File: config.mk
export PLATFORM = sky130hd
export DESIGN_NAME = fp32_serial_host
export DESIGN_NICKNAME = d
export VERILOG_FILES = /design/src/rtl/fp32_serial_host.sv
export SDC_FILE = /design/constraint.sdc
export NUM_CORES = 1
export LEC_CHECK = 0
export CELL_PAD_IN_SITES_DETAIL_PLACEMENT = 1
export CELL_PAD_IN_SITES_GLOBAL_PLACEMENT = 1
export CORE_MARGIN = 3
export CORE_UTILIZATION = 40
export CTS_CLUSTER_SIZE = 10
export DETAILED_ROUTE_END_ITERATION = 10
export PLACE_DENSITY = 0.94
export SYNTH_ARGS = -nofsm -noshare
export SYNTH_HDL_FRONTEND = slang
export SYNTH_SLANG_ARGS = --single-unit
File: constraint.sdc
create_clock -name clk -period 4.8 [get_ports clk]
set_input_delay 0.48 -clock clk [delete_from_list [all_inputs] [get_ports clk]]
set_output_delay 0.48 -clock clk [all_outputs]
set_load 0.01 [all_outputs]
File: src/rtl/fp32_serial_host.sv
// Host side of the fp32 adder's bit-serial link: serialises A then B, pulses go,
// waits for done, shifts the result back in and offers it on a valid/ready port.
module fp32_serial_host #(
   parameter int unsigned WIDTH     = 32,
   parameter bit          MSB_FIRST = 1'b1,
   parameter int unsigned TIMEOUT   = 255
) (
   input  logic             clk,
   input  logic             reset,
   input  logic             req_valid,
   output logic             req_ready,
   input  logic [WIDTH-1:0] op_a,
   input  logic [WIDTH-1:0] op_b,
   input  logic             op_sub,
   output logic             rsp_valid,
   input  logic             rsp_ready,
   output logic [WIDTH-1:0] rsp_data,
   output logic             rsp_timeout,
   output logic             ser_data,
   output logic             ld_a,
   output logic             ld_b,
   output logic             ope,
   output logic             go,
   input  logic             done,
   output logic             shc,
   input  logic             ser_in
);

   localparam int unsigned CW = (WIDTH > 1) ? $clog2(WIDTH) : 1;
   localparam int unsigned TW = (TIMEOUT > 1) ? $clog2(TIMEOUT + 1) : 1;
   localparam int unsigned SW = 2 * WIDTH;

   localparam logic [CW-1:0] CNT_LAST = CW'(WIDTH - 1);
   localparam logic [TW-1:0] TMR_LAST = TW'(TIMEOUT - 1);

   localparam logic [2:0] IDLE   = 3'd0;
   localparam logic [2:0] SEND_A = 3'd1;
   localparam logic [2:0] SEND_B = 3'd2;
   localparam logic [2:0] START  = 3'd3;
   localparam logic [2:0] WAIT   = 3'd4;
   localparam logic [2:0] RECV   = 3'd5;
   localparam logic [2:0] RESP   = 3'd6;

   logic [2:0]       state, state_nxt;
   logic [CW-1:0]    cnt, cnt_nxt;
   logic [TW-1:0]    timer, timer_nxt;
   logic [SW-1:0]    sh, sh_nxt;
   logic             ser_data_nxt;
   logic             ope_nxt;
   logic             rsp_timeout_nxt;
   logic [WIDTH-1:0] rsp_data_nxt;
   logic             cnt_last;

   assign cnt_last = (cnt == CNT_LAST);

   // Next-state and next-register values; ser_data leads the shift register by one bit.
   always_comb begin
      state_nxt       = state;
      cnt_nxt         = cnt;
      timer_nxt       = timer;
      sh_nxt          = sh;
      ser_data_nxt    = 1'b0;
      ope_nxt         = ope;
      rsp_data_nxt    = rsp_data;
      rsp_timeout_nxt = rsp_timeout;
      case (state)
         IDLE: begin
            if (req_valid && req_ready) begin
               state_nxt = SEND_A;
               cnt_nxt   = '0;
               ope_nxt   = op_sub;
               if (MSB_FIRST) begin
                  sh_nxt       = {op_a[WIDTH-2:0], op_b, 1'b0};
                  ser_data_nxt = op_a[WIDTH-1];
               end else begin
                  sh_nxt       = {1'b0, op_b, op_a[WIDTH-1:1]};
                  ser_data_nxt = op_a[0];
               end
            end
         end
         SEND_A, SEND_B: begin
            if (MSB_FIRST) begin
               ser_data_nxt = sh[SW-1];
               sh_nxt       = {sh[SW-2:0], 1'b0};
            end else begin
               ser_data_nxt = sh[0];
               sh_nxt       = {1'b0, sh[SW-1:1]};
            end
            cnt_nxt = cnt_last ? '0 : cnt + CW'(1);
            if (cnt_last) begin
               state_nxt = (state == SEND_A) ? SEND_B : START;
            end
         end
         START: begin
            timer_nxt = '0;
            state_nxt = WAIT;
         end
         WAIT: begin
            timer_nxt = timer + TW'(1);
            if (done) begin
               state_nxt = RECV;
               cnt_nxt   = '0;
            end else if (timer == TMR_LAST) begin
               state_nxt       = RESP;
               rsp_data_nxt    = '0;
               rsp_timeout_nxt = 1'b1;
            end
         end
         RECV: begin
            if (MSB_FIRST) begin
               rsp_data_nxt = {rsp_data[WIDTH-2:0], ser_in};
            end else begin
               rsp_data_nxt = {ser_in, rsp_data[WIDTH-1:1]};
            end
            cnt_nxt = cnt_last ? '0 : cnt + CW'(1);
            if (cnt_last) begin
               state_nxt       = RESP;
               rsp_timeout_nxt = 1'b0;
            end
         end
         RESP: begin
            if (rsp_ready) begin
               state_nxt       = IDLE;
               rsp_timeout_nxt = 1'b0;
            end
         end
         default: state_nxt = IDLE;
      endcase
   end

   // State, datapath and output registers; strobes are decoded from the next state.
   always_ff @(posedge clk) begin
      if (!reset) begin
         state       <= IDLE;
         cnt         <= '0;
         timer       <= '0;
         sh          <= '0;
         ser_data    <= 1'b0;
         ope         <= 1'b0;
         rsp_data    <= '0;
         rsp_timeout <= 1'b0;
         rsp_valid   <= 1'b0;
         ld_a        <= 1'b0;
         ld_b        <= 1'b0;
         go          <= 1'b0;
         shc         <= 1'b0;
         req_ready   <= 1'b1;
      end else begin
         state       <= state_nxt;
         cnt         <= cnt_nxt;
         timer       <= timer_nxt;
         sh          <= sh_nxt;
         ser_data    <= ser_data_nxt;
         ope         <= ope_nxt;
         rsp_data    <= rsp_data_nxt;
         rsp_timeout <= rsp_timeout_nxt;
         rsp_valid   <= (state_nxt == RESP);
         ld_a        <= (state_nxt == SEND_A);
         ld_b        <= (state_nxt == SEND_B);
         go          <= (state_nxt == START);
         shc         <= (state_nxt == RECV);
         req_ready   <= (state_nxt == IDLE);
      end
   end

endmodule
Yosys cells after proc, flatten, opt, wreduce, memory -nomap -nowiden. Index checks and enable logic that the tools add are counted.

$add $sub $neg: 2. Equality and inequality tests: 19. Multiplexer cells: 25. Reduce and logical (&&, ||, !) cells: 15.

Operators by type and width (count): case mux 64 bit (2 select lines) (1); 2-to-1 mux 32 bit (2); 2-to-1 mux 64 bit (1); case mux 32 bit (2 select lines) (1); 2-to-1 mux 3 bit (6); case mux 3 bit (6 select lines) (1); case mux 8 bit (2 select lines) (1); equality test 3 bit (second input constant) (5); 2-to-1 mux 5 bit (3); case mux 5 bit (3 select lines) (1); equality test 3 x 2 -> 1 bit (second input constant) (4); inequality test 2 bit (second input constant) (6); adder 8 x 1 -> 8 bit (second input constant) (1); equality test 8 bit (second input constant) (1); equality test 3 x 1 -> 1 bit (second input constant) (2); zero test 3 bit (2); 2-to-1 mux 1 bit (6); AND reduction 3 bit (2); nonzero test 2 bit (3); nonzero test 3 bit (2); adder 5 x 1 -> 5 bit (second input constant) (1); equality test 5 bit (second input constant) (1); AND reduction 5 bit (1); AND reduction 2 bit (2); other kinds (5) (5).

Flip-flop bits (word level): 121. Output and inout port bits: 41. Logic and storage cells: 75.

Longest topological paths before layout. Gate-level depths: netlist of the first run.

Depth after elaboration: 5. Mapped depth: 7. Mapped depth without buffers: 7.

Least setup slack after synthesis of the first run. No wires, ideal clock.

Kind: flip-flop to flip-flop. Start: register cnt[0]. End: register req_ready. Library setup time: 0.087 ns. Data arrival time: 1.632 ns. Data required time: 4.713 ns. Path slack: 3.081 ns. Cell stages (with the launch flop): 8. Clock period less this slack: 1.719 ns. Path through: dfxtp_1 -> ha_1 -> and3_1 -> ha_1 -> nor2b_1 -> a2111oi_2 -> or2_2 -> o31ai_1.

Word-level cells in the longest chain between the ends: 4.

RTL lines: from (decl) (line 45) `logic [CW-1:0] cnt, cnt_nxt;`; from (signal assigned) (line 150) `cnt <= cnt_nxt;`; equality test 5 bit * (line 54) `assign cnt_last = (cnt == CNT_LAST);`; 2-to-1 mux 3 bit (on tied branches) (line 116, 90); case mux 3 bit (6 select lines) * (line 66) `case (state)`; zero test 3 bit * (line 162) `req_ready <= (state_nxt == IDLE);`; to (signal assigned) (line 162); to (decl) (line 11) `output logic req_ready,`.

Mark *: on every way between the ends. The rest lies on a longest branch, timed or not. A chain may end at the register's enable or synchronous reset.

Worst setup path in the final report of the first run.
Start: register state[0]. End: register sh[53].

Word-level cells in the longest chain between the ends: 4.

RTL lines: from (decl) (line 44) `logic [2:0] state, state_nxt;`; from (signal assigned) (line 149) `state <= state_nxt;`; equality test 3 x 1 -> 1 bit or equality test 3 x 2 -> 1 bit (tied branches) (line 66); OR reduction 2 bit (line 66); nonzero test 2 bit (no source line); AND reduction 2 bit (no source line); to (signal assigned) (line 152) `sh <= sh_nxt;`; to (decl) (line 47) `logic [SW-1:0] sh, sh_nxt;`.

Several ways; a longest one is shown, not always the timed one.

==> impl_metrics.ini, run 1 <==
[run_status]
status = completed

[route]
routed-via-count = 4433
wl_um = 14500
route.met2.wl_um = 7430
first_pass_iters = 4
top_layer_used = met4
avgViaCountPerCell = 5.93
routedWlPerCell_um = 19.5
ant_nets = 0
dr_wl_met3_um = 571
drt_iter0_drc = 352
drt-met1-wl_um = 6150
drc_errors = 0

[yosys]
ys.warnings.count = 0
synth_area_mm2 = 0.00475
synthTopCellsByArea = dfxtp_1 51%, o221ai_1 11%, a21oi_1 7.7%
synth_cells = 507
post-synth-top-count-cell = dfxtp_1
yosysUniqueCellTypes = 44
syn_nets = 582
yosys.area.top_type = dfxtp_1
synthFlopType = dfxtp_1
synth_seq_cells = 120
synth_top_area_share_pct = 50.5
async_flop_share_pct = 0
synth-seq-area-share_pct = 50.5
netlist_top_cells_count = 120 x dfxtp_1, 73 x a21oi_1, 71 x nand2_1, 62 x o221ai_1, 35 x a22o_1
synth_edf_count = 0
avgSynthCellArea_um2 = 9.38

[timing]
tightest_slew_ns = 1.20
period_needed_ns = 2.77
max_slew_margin_pct = 20.3
rsz0062_at_grt = no
slew_violations = 0
fmax_mhz = 361
setup_violations = 0
hold_viol = 0
fin_skew_ns = 0.00930
tns_ns = 0
post-route-period-util_pct = 57.6

[clock_tree]
clk_pin_slew_ns = 0.06
cts_resized = 0
root_buffer = clkbuf_16
cts_max_level = 4
hold_buffers = 0
cts_tree = done
clk_path_buf_depth = 2
clock_latency_ns = 0.41
numCtsBuffers = 17
postCtsSetupBuffers = 0
clock_sinks = 120

[grt]
antenna_found_initial = 0
grt.overflow.total = 0
grt_pass1_wl_um = 22900
grt_pass1_vias = 4532
grt_max_degree = 75
grt.total_usage_pct = 21.8

[worst_setup_path]
worstSetupPathType = flop to flop
reg2reg_to = sh[53]$_SDFFE_PN0P_
r2r_slack_ns = 2.03
worst_setup_path_start_kind = flop
critPathCaptureType = flop
reg2reg_depth = 4
crit_fanout = 62
rr_startpoint = state[0]$_SDFF_PN0_
arrival_ns = 3.09
critPathRequiredTime_ns = 5.13

[place]
gp_congestion = 0.762
dp_hpwl_um = 8970
port_buffers = 111

[floorplanning]
core_area_mm2 = 0.0115
die_area_mm2 = 0.0132
die_w_um = 115
ios = 112
num_rows = 39
initial_core_util_pct = 41.3
die_h_um = 115

[hold_path]
hold_path_class = flop to flop
hold_depth = 2
worstHoldEndpoint = sh[32]$_SDFFE_PN0P_
min_from = sh[32]$_SDFFE_PN0P_

[layout]
final_nets = 667
drive_gt1_share_pct = 8.43
diodes = 0
area.growth.synth_to_final_pct = 37.1
fin_util_pct = 56.6

[power_and_ir_drop]
pwr_density_cell_mw_per_mm2 = 423
peakVddDrop_mv = 0.227
p_leak_uw = 0.00234
p_total_uw = 2760

[flow_run]
maxCapViolCount = 0
==> report_power, final <==
group	internal (µW)	switching (µW)
clock network	938	455
logic	124	148
registers	1060	38.7
total	2120	641
==> routing by layer <==
metal	up-vias	GRT usage [%]
li1	2085	-
met1	2214	26.0
met2	107	36.6
met3	27	6.16
met4	0	9.86
met5	-	0
==> critical path: stages (launching register included) <==
cell and delay [ns]:
dfxtp_1 0.80, nor2b_1 0.31, o21a_2 0.98, o221ai_1 0.33, a21oi_1 0.24
==> metrics by stage <==
stage | area (µm²) | std cells | hold slack [ns] | setup slack [ns]
final | 6520 | 748 | 0.456 | 2.03
after CTS | 6510 | 748 | 0.456 | 2.08
after global placement | 5850 | 716 | 0.438 | 2.28
after floorplan | 4750 | 507 | 0.428 | 3.08
after global routing | 6520 | 748 | 0.475 | 1.79
after detailed placement | 5850 | 716 | 0.447 | 2.16
==> logic make-up (layout without fill, tap and decap cells) <==
kind of cell | count (synthesis) | count (layout) | share of synthesized area [%]
buf+inv | 52 | 150 | 5.24
mux | 1 | 1 | 0.237
xor+xnor | 1 | 1 | 0.184
fa+ha+maj | 4 | 4 | 1.05
simple gates | 130 | 130 | 12.4
flops | 120 | 120 | 50.5
compound gates | 199 | 199 | 30.4
==> area by class of cell <==
| cell class | count | area, µm² |
|---|---|---|
| Fill cell | 1273 | 5000 |
| Sequential cell | 120 | 2400 |
| Multi-Input combinational cell | 335 | 2130 |
| Timing Repair Buffer | 114 | 1130 |
| Clock buffer | 22 | 494 |
| Tap cell | 143 | 179 |
| Clock inverter | 10 | 164 |
| Inverter | 4 | 15.0 |
==> cell usage in the layout, fill, tap and decap left out, types with 2 or more instances in the layout <==
master             n
dfxtp_1          120
clkdlybuf4s50_1  111
a21oi_1           72
nand2_1           71
o221ai_1          62
a22o_1            35
nor2_1            17
clkbuf_16         17
nand3_1           10
nor3_1             9
o21ai_0            8
clkbuf_8           5
nor2b_1            4
ha_1               4
clkinvlp_4         4
bufinv_16          4
inv_1              3
or2_2              3
o211a_1            3
buf_4              3
and3_1             2
a211o_1            2
a21oi_4            2
a31oi_1            2
nand2b_1           2
nand3b_1           2
o21a_1             2
nor4b_1            2
==> worst max-delay path by stage <==
stage	to	slack (ns)	start
global route	sh[22]$_SDFFE_PN0P_	1.79	state[0]$_SDFF_PN0_
floorplan	req_ready$_SDFF_PN1_	3.08	cnt[0]$_SDFFE_PN0P_
global placement	sh[2]$_SDFFE_PN0P_	2.28	req_valid
finish	sh[53]$_SDFFE_PN0P_	2.03	state[0]$_SDFF_PN0_
detailed placement	rsp_data[14]$_SDFFE_PN0P_	2.16	reset
CTS	sh[53]$_SDFFE_PN0P_	2.08	state[1]$_SDFF_PN0_
==> flip-flops by register name (all words and copies together), names as in the netlist, 3 cells and up <==
| register | count |
|---|---|
| rsp_data | 32 |
| cnt | 5 |
| state | 3 |
| timer | 8 |
| sh | 63 |
(Power assumes the default switching activity.)
==> inputs of run 2 (changes only) <==
--- a/config.mk
+++ b/config.mk
@@ -8,10 +8,10 @@
 export CELL_PAD_IN_SITES_DETAIL_PLACEMENT = 1
 export CELL_PAD_IN_SITES_GLOBAL_PLACEMENT = 1
 export CORE_MARGIN = 3
-export CORE_UTILIZATION = 40
+export CORE_UTILIZATION = 37
 export CTS_CLUSTER_SIZE = 10
 export DETAILED_ROUTE_END_ITERATION = 10
-export PLACE_DENSITY = 0.94
+export PLACE_DENSITY = 0.89
 export SYNTH_ARGS = -nofsm -noshare
 export SYNTH_HDL_FRONTEND = slang
 export SYNTH_SLANG_ARGS = --single-unit
==> constraint.sdc (replaced) <==
create_clock -name clk -period 2.9 [get_ports clk]
set_input_delay 0.29 -clock clk [delete_from_list [all_inputs] [get_ports clk]]
set_output_delay 0.29 -clock clk [all_outputs]
set_load 0.01 [all_outputs]
==> impl_metrics.ini, run 2 (synthesis results as in run 1) <==
[timing]
max_slew_margin_pct = 50.8
tightest_slew_ns = 0.737
rsz0062_at_grt = no
slew_violations = 0
fmax_mhz = 441
fin_skew_ns = 0.00773
hold_viol = 0
post-route-period-util_pct = 78.2
setup_violations = 0
period_needed_ns = 2.27
tns_ns = 0

[worst_setup_path]
cp_common_cell = nor3_1
path_buf_inv = 0
cp_cell_sequence = or3b_1 > nor3_1 > nor2b_1 > nor3_1
path_delay_family = simple AND/OR/NAND/NOR gates
critPathRequiredTime_ns = 3.21
critPathCaptureType = flop
arrival_ns = 2.58
worstSetupPathType = flop to flop
slowest_stage = dfxtp_1
worst_setup_path_start_kind = flop
crit_fanout = 16
slowest_delay_ns = 0.68

[grt]
grt.overflow.total = 0
antenna_found_initial = 1
grt_pass1_wl_um = 23500
grt.total_usage_pct = 20.5
grt_max_degree = 66
grt_pass1_vias = 4619

[route]
avgViaCountPerCell = 5.68
wl_um = 14600
routed-via-count = 4417
drt-met1-wl_um = 5720
drc_errors = 0
dr_wl_met3_um = 615
ant_nets = 0
top_layer_used = met4
route.met2.wl_um = 7850
routedWlPerCell_um = 18.7
drt_iter0_drc = 333
first_pass_iters = 4

[power_and_ir_drop]
p_total_uw = 4350
power_frac_seq_pct = 41.6
p_comb_share_pct = 10.5
p_int_uw = 3340
pwr_density_cell_mw_per_mm2 = 667
p_leak_uw = 0.00234
peakVddDrop_mv = 0.349
switchingPower_uw = 1010
clkPwrFrac_pct = 47.9
p_sw_share_pct = 23.2

[layout]
fin_cells = 777
mostFrequentLayoutCells = 120 x dfxtp_1, 111 x clkdlybuf4s50_1, 72 x a21oi_1
drive_gt1_share_pct = 8.39
largest_reg_flops = 63
layout_commonest_cell = dfxtp_1
final_nets = 672
fin_util_pct = 53.2
reg_top3 = sh: 63 flops, rsp_data: 32 flops, timer: 8 flops
fill_cells = 1349
area.growth.synth_to_final_pct = 37.2
regMostFlops = sh

[clock_tree]
clock_sinks = 120
clk_pin_slew_ns = 0.05
clk_path_buf_depth = 2
root_buffer = clkbuf_16
postCtsSetupBuffers = 0
cts_resized = 0
hold_buffers = 0
cts_max_level = 4
cts_tree = done
numCtsBuffers = 17
clock_latency_ns = 0.41

[floorplanning]
die_h_um = 119
num_rows = 40
die_area_mm2 = 0.0142
ios = 112
initial_core_util_pct = 38.8
core_area_mm2 = 0.0123
die_w_um = 119

[place]
port_buffers = 111
gp_congestion = 0.796
dp_hpwl_um = 9560
dp_cells = 746

[flow_run]
maxCapViolCount = 0

[run_status]
status = completed

[hold_path]
hold_path_class = input pin to flop
[run 2: cell count changes in the layout (fill, tap and decap cells not counted), sizes merged]
| cell | before | now |
|---|---|---|
| inv | 5 | 4 |
| clkinvlp | 4 | 3 |
| buf | 3 | 8 |
| clkinv | 1 | 2 |
| diode | 0 | 1 |
| bufinv | 4 | 3 |
[run 2: metal layers]
layer	up-vias	global-route usage [%]
met5	-	0
met4	0	9.16
met3	23	6.03
met2	95	36.5
met1	2207	22.5
li1	2092	-
[run 2: cell type report]
| type | count | area [µm²] | share of cell area [%] |
|---|---|---|---|
| Clock buffer | 22 | 464 | 7.12 |
| Inverter | 4 | 15.0 | 0.230 |
| Multi-Input combinational cell | 335 | 2120 | 32.5 |
| Clock inverter | 8 | 123 | 1.88 |
| Antenna cell | 1 | 2.50 | 0.0384 |
| Tap cell | 168 | 210 | 3.22 |
| Sequential cell | 120 | 2400 | 36.8 |
| Timing Repair Buffer | 119 | 1180 | 18.1 |
[run 2: worst register-to-register path, stage by stage (launching register included)]
cell and delay (ns):
dfxtp_1 0.68, or3b_1 0.60, nor3_1 0.43, nor2b_1 0.20
nor3_1 0.27
[run 2: stage by stage]
step	cell area, µm²	worst slack [ns]	hold slack (ns)
2_1_floorplan	4750	1.18	0.416
5_1_grt	6520	0.523	0.459
4_1_cts	6520	0.608	0.442
3_5_place_dp	5930	0.653	0.445
6_report	6520	0.633	0.455
3_3_place_gp	5930	0.805	0.438
[run 2: power by group through the flow]
stage / sequential (µW) / clock (µW) / combinational (µW)
final: 1810 / 2080 / 457
after global routing: 1820 / 2220 / 500
after CTS: 1810 / 2130 / 459
after detailed placement: 1840 / 0 / 453
after global placement: 1830 / 0 / 429
after floorplan: 1820 / 0 / 286
[run 2: path summary, 6_finish.rpt]
kind | from | end | slack, ns | depth (start not counted)
worst max register to register | state[2]$_SDFF_PN0_ | ld_b$_SDFF_PN0_ | 0.63 | 4
worst max-delay path | state[2]$_SDFF_PN0_ | ld_b$_SDFF_PN0_ | 0.63 | 4
worst min register to register | sh[62]$_SDFFE_PN0P_ | sh[62]$_SDFFE_PN0P_ | 0.46 | 2
worst min-delay path | op_b[0] | sh[1]$_SDFFE_PN0P_ | 0.46 | 3
==> inputs of run 3 (changes only) <==
--- a/config.mk
+++ b/config.mk
@@ -8,10 +8,10 @@
 export CELL_PAD_IN_SITES_DETAIL_PLACEMENT = 1
 export CELL_PAD_IN_SITES_GLOBAL_PLACEMENT = 1
 export CORE_MARGIN = 3
-export CORE_UTILIZATION = 37
+export CORE_UTILIZATION = 34
 export CTS_CLUSTER_SIZE = 10
 export DETAILED_ROUTE_END_ITERATION = 10
-export PLACE_DENSITY = 0.89
+export PLACE_DENSITY = 0.86
 export SYNTH_ARGS = -nofsm -noshare
 export SYNTH_HDL_FRONTEND = slang
 export SYNTH_SLANG_ARGS = --single-unit
==> constraint.sdc (replaced) <==
create_clock -name clk -period 1.95 [get_ports clk]
set_input_delay 0.195 -clock clk [delete_from_list [all_inputs] [get_ports clk]]
set_output_delay 0.195 -clock clk [all_outputs]
set_load 0.01 [all_outputs]
==> impl_metrics.ini, run 3 (synthesis results as in run 1) <==
[worst_setup_path]
critPathRequiredTime_ns = 2.26
slowest_delay_ns = 0.38
arrival_ns = 2.18
critPathCaptureType = flop
slowest_stage = dfxtp_1
path_buf_inv = 0
cp_cell_sequence = ha_2 > and3_4 > ha_4 > nand2b_1 > a21oi_1 > or2_2 > o31ai_1
worst_setup_path_start_kind = flop
path_delay_family = simple AND/OR/NAND/NOR gates
worstSetupPathType = flop to flop
crit_fanout = 7

[flow_run]
maxCapViolCount = 0

[grt]
grt.overflow.total = 0
grt_pass1_wl_um = 24900
grt_max_degree = 66
grt_pass1_vias = 4794
grt.total_usage_pct = 19.5
antenna_found_initial = 0

[place]
placed_cell_area_mm2 = 0.00604
gp_congestion = 0.771
dp_hpwl_um = 9340
port_buffers = 111
dp_cells = 759

[clock_tree]
hold_buffers = 0
clock_latency_ns = 0.41
numCtsBuffers = 17
clk_path_buf_depth = 2
cts_max_level = 4
clock_sinks = 120
cts_tree = done
root_buffer = clkbuf_16
postCtsSetupBuffers = 0
clk_pin_slew_ns = 0.06

[floorplanning]
ios = 112
initial_core_util_pct = 35.3
die_area_mm2 = 0.0154
die_w_um = 124
core_area_mm2 = 0.0135
die_h_um = 124
num_rows = 42

[layout]
drive_gt1_share_pct = 10.9
fill_cells = 1518
mostFrequentLayoutCells = 119 x dfxtp_1, 111 x clkdlybuf4s50_1, 72 x a21oi_1
area.growth.synth_to_final_pct = 41.7
layout_commonest_cell = dfxtp_1
largest_reg_flops = 63
fin_cells = 790
finish.instance_area_mm2 = 0.00674
regMostFlops = sh
seq_area_mm2 = 0.00240
reg_top3 = sh: 63 flops, rsp_data: 32 flops, timer: 8 flops
multi_input_area_mm2 = 0.00217
diodes = 0
final_nets = 677

[hold_path]
hold_path_class = input pin to flop

[timing]
setup_violations = 0
hold_viol = 0
max_slew_margin_pct = 70.8
slew_violations = 0
rsz0062_at_grt = yes
tightest_slew_ns = 0.431
tns_ns = 0
post-route-period-util_pct = 95.7
fin_skew_ns = 0.00728
period_needed_ns = 1.87
fmax_mhz = 536

[power_and_ir_drop]
p_total_uw = 6840
p_leak_uw = 0.00243
peakVddDrop_mv = 0.558
pwr_density_cell_mw_per_mm2 = 1010

[route]
wl_um = 15300
drt_iter0_drc = 232
drc_errors = 0
routed-via-count = 4469
ant_nets = 0
routedWlPerCell_um = 19.3
avgViaCountPerCell = 5.66
first_pass_iters = 4

[run_status]
status = completed
run 3: cell count changes in the layout (fill, tap and decap cells not counted), moves of 2 or more:
cell	before	now
bufinv_16	3	5
nor2b_1	4	1
ha_1	4	2
nor2b_2	0	3
clkinv_2	2	4
buf_12	1	6
clkinvlp_4	3	0
run 3: worst paths after layout:
path                             from                    to  slack (ns)  cells after the start
setup / recovery  cnt[1]$_SDFFE_PN0P_  req_ready$_SDFF_PN1_        0.08                      7
hold / removal                op_b[0]    sh[1]$_SDFFE_PN0P_        0.37                      3
setup reg to reg  cnt[1]$_SDFFE_PN0P_  req_ready$_SDFF_PN1_        0.08                      7
hold reg to reg   sh[21]$_SDFFE_PN0P_   sh[21]$_SDFFE_PN0P_        0.45                      2
run 3: final cells by class:
cell class,instances,share of cell area (%)
inverter,4,0.223
sequential,120,35.7
timing repair buffer,124,19.1
tap,176,3.27
multi-input combinational,335,32.2
clock buffer,22,7.04
clock inverter,9,2.53
run 3: per-layer routing:
metal  share of wire (%)  routed length (µm)  GRT usage, %
met3                 3.7                 563          4.85
met1                  42                6430          23.0
met4                 2.4                 365          7.35
met5                   0                   0             0
met2                  52                7910          34.0
run 3: metrics by stage:
stage	hold WS, ns	util, %	setup slack, ns
5_1_grt	0.373	50.1	-0.0303
4_1_cts	0.352	49.8	0.0427
3_5_place_dp	0.444	44.9	0.0394
6_report	0.365	50.1	0.0848
2_1_floorplan	0.321	-	0.231
3_3_place_gp	0.437	44.9	0.171
run 3: tightest hold or removal path, delay by kind of cell:
kind / cells / cell delay (ns)
compound gates: 1 / 0.06
buf+inv: 1 / 0.40
simple gates: 1 / 0.07
run 3: where the power goes:
part	total (µW)	leakage (µW)	internal [µW]	switching [µW]
logic	729	0.00113	345	384
clock network	3420	0.000320	2350	1070
registers	2690	0.000980	2600	86.6
run 3: what timing repair did:
item                       4_1_cts  5_1_grt
setup endpoints to repair        5       20
gates cloned                     0        0
resized for setup                2        9
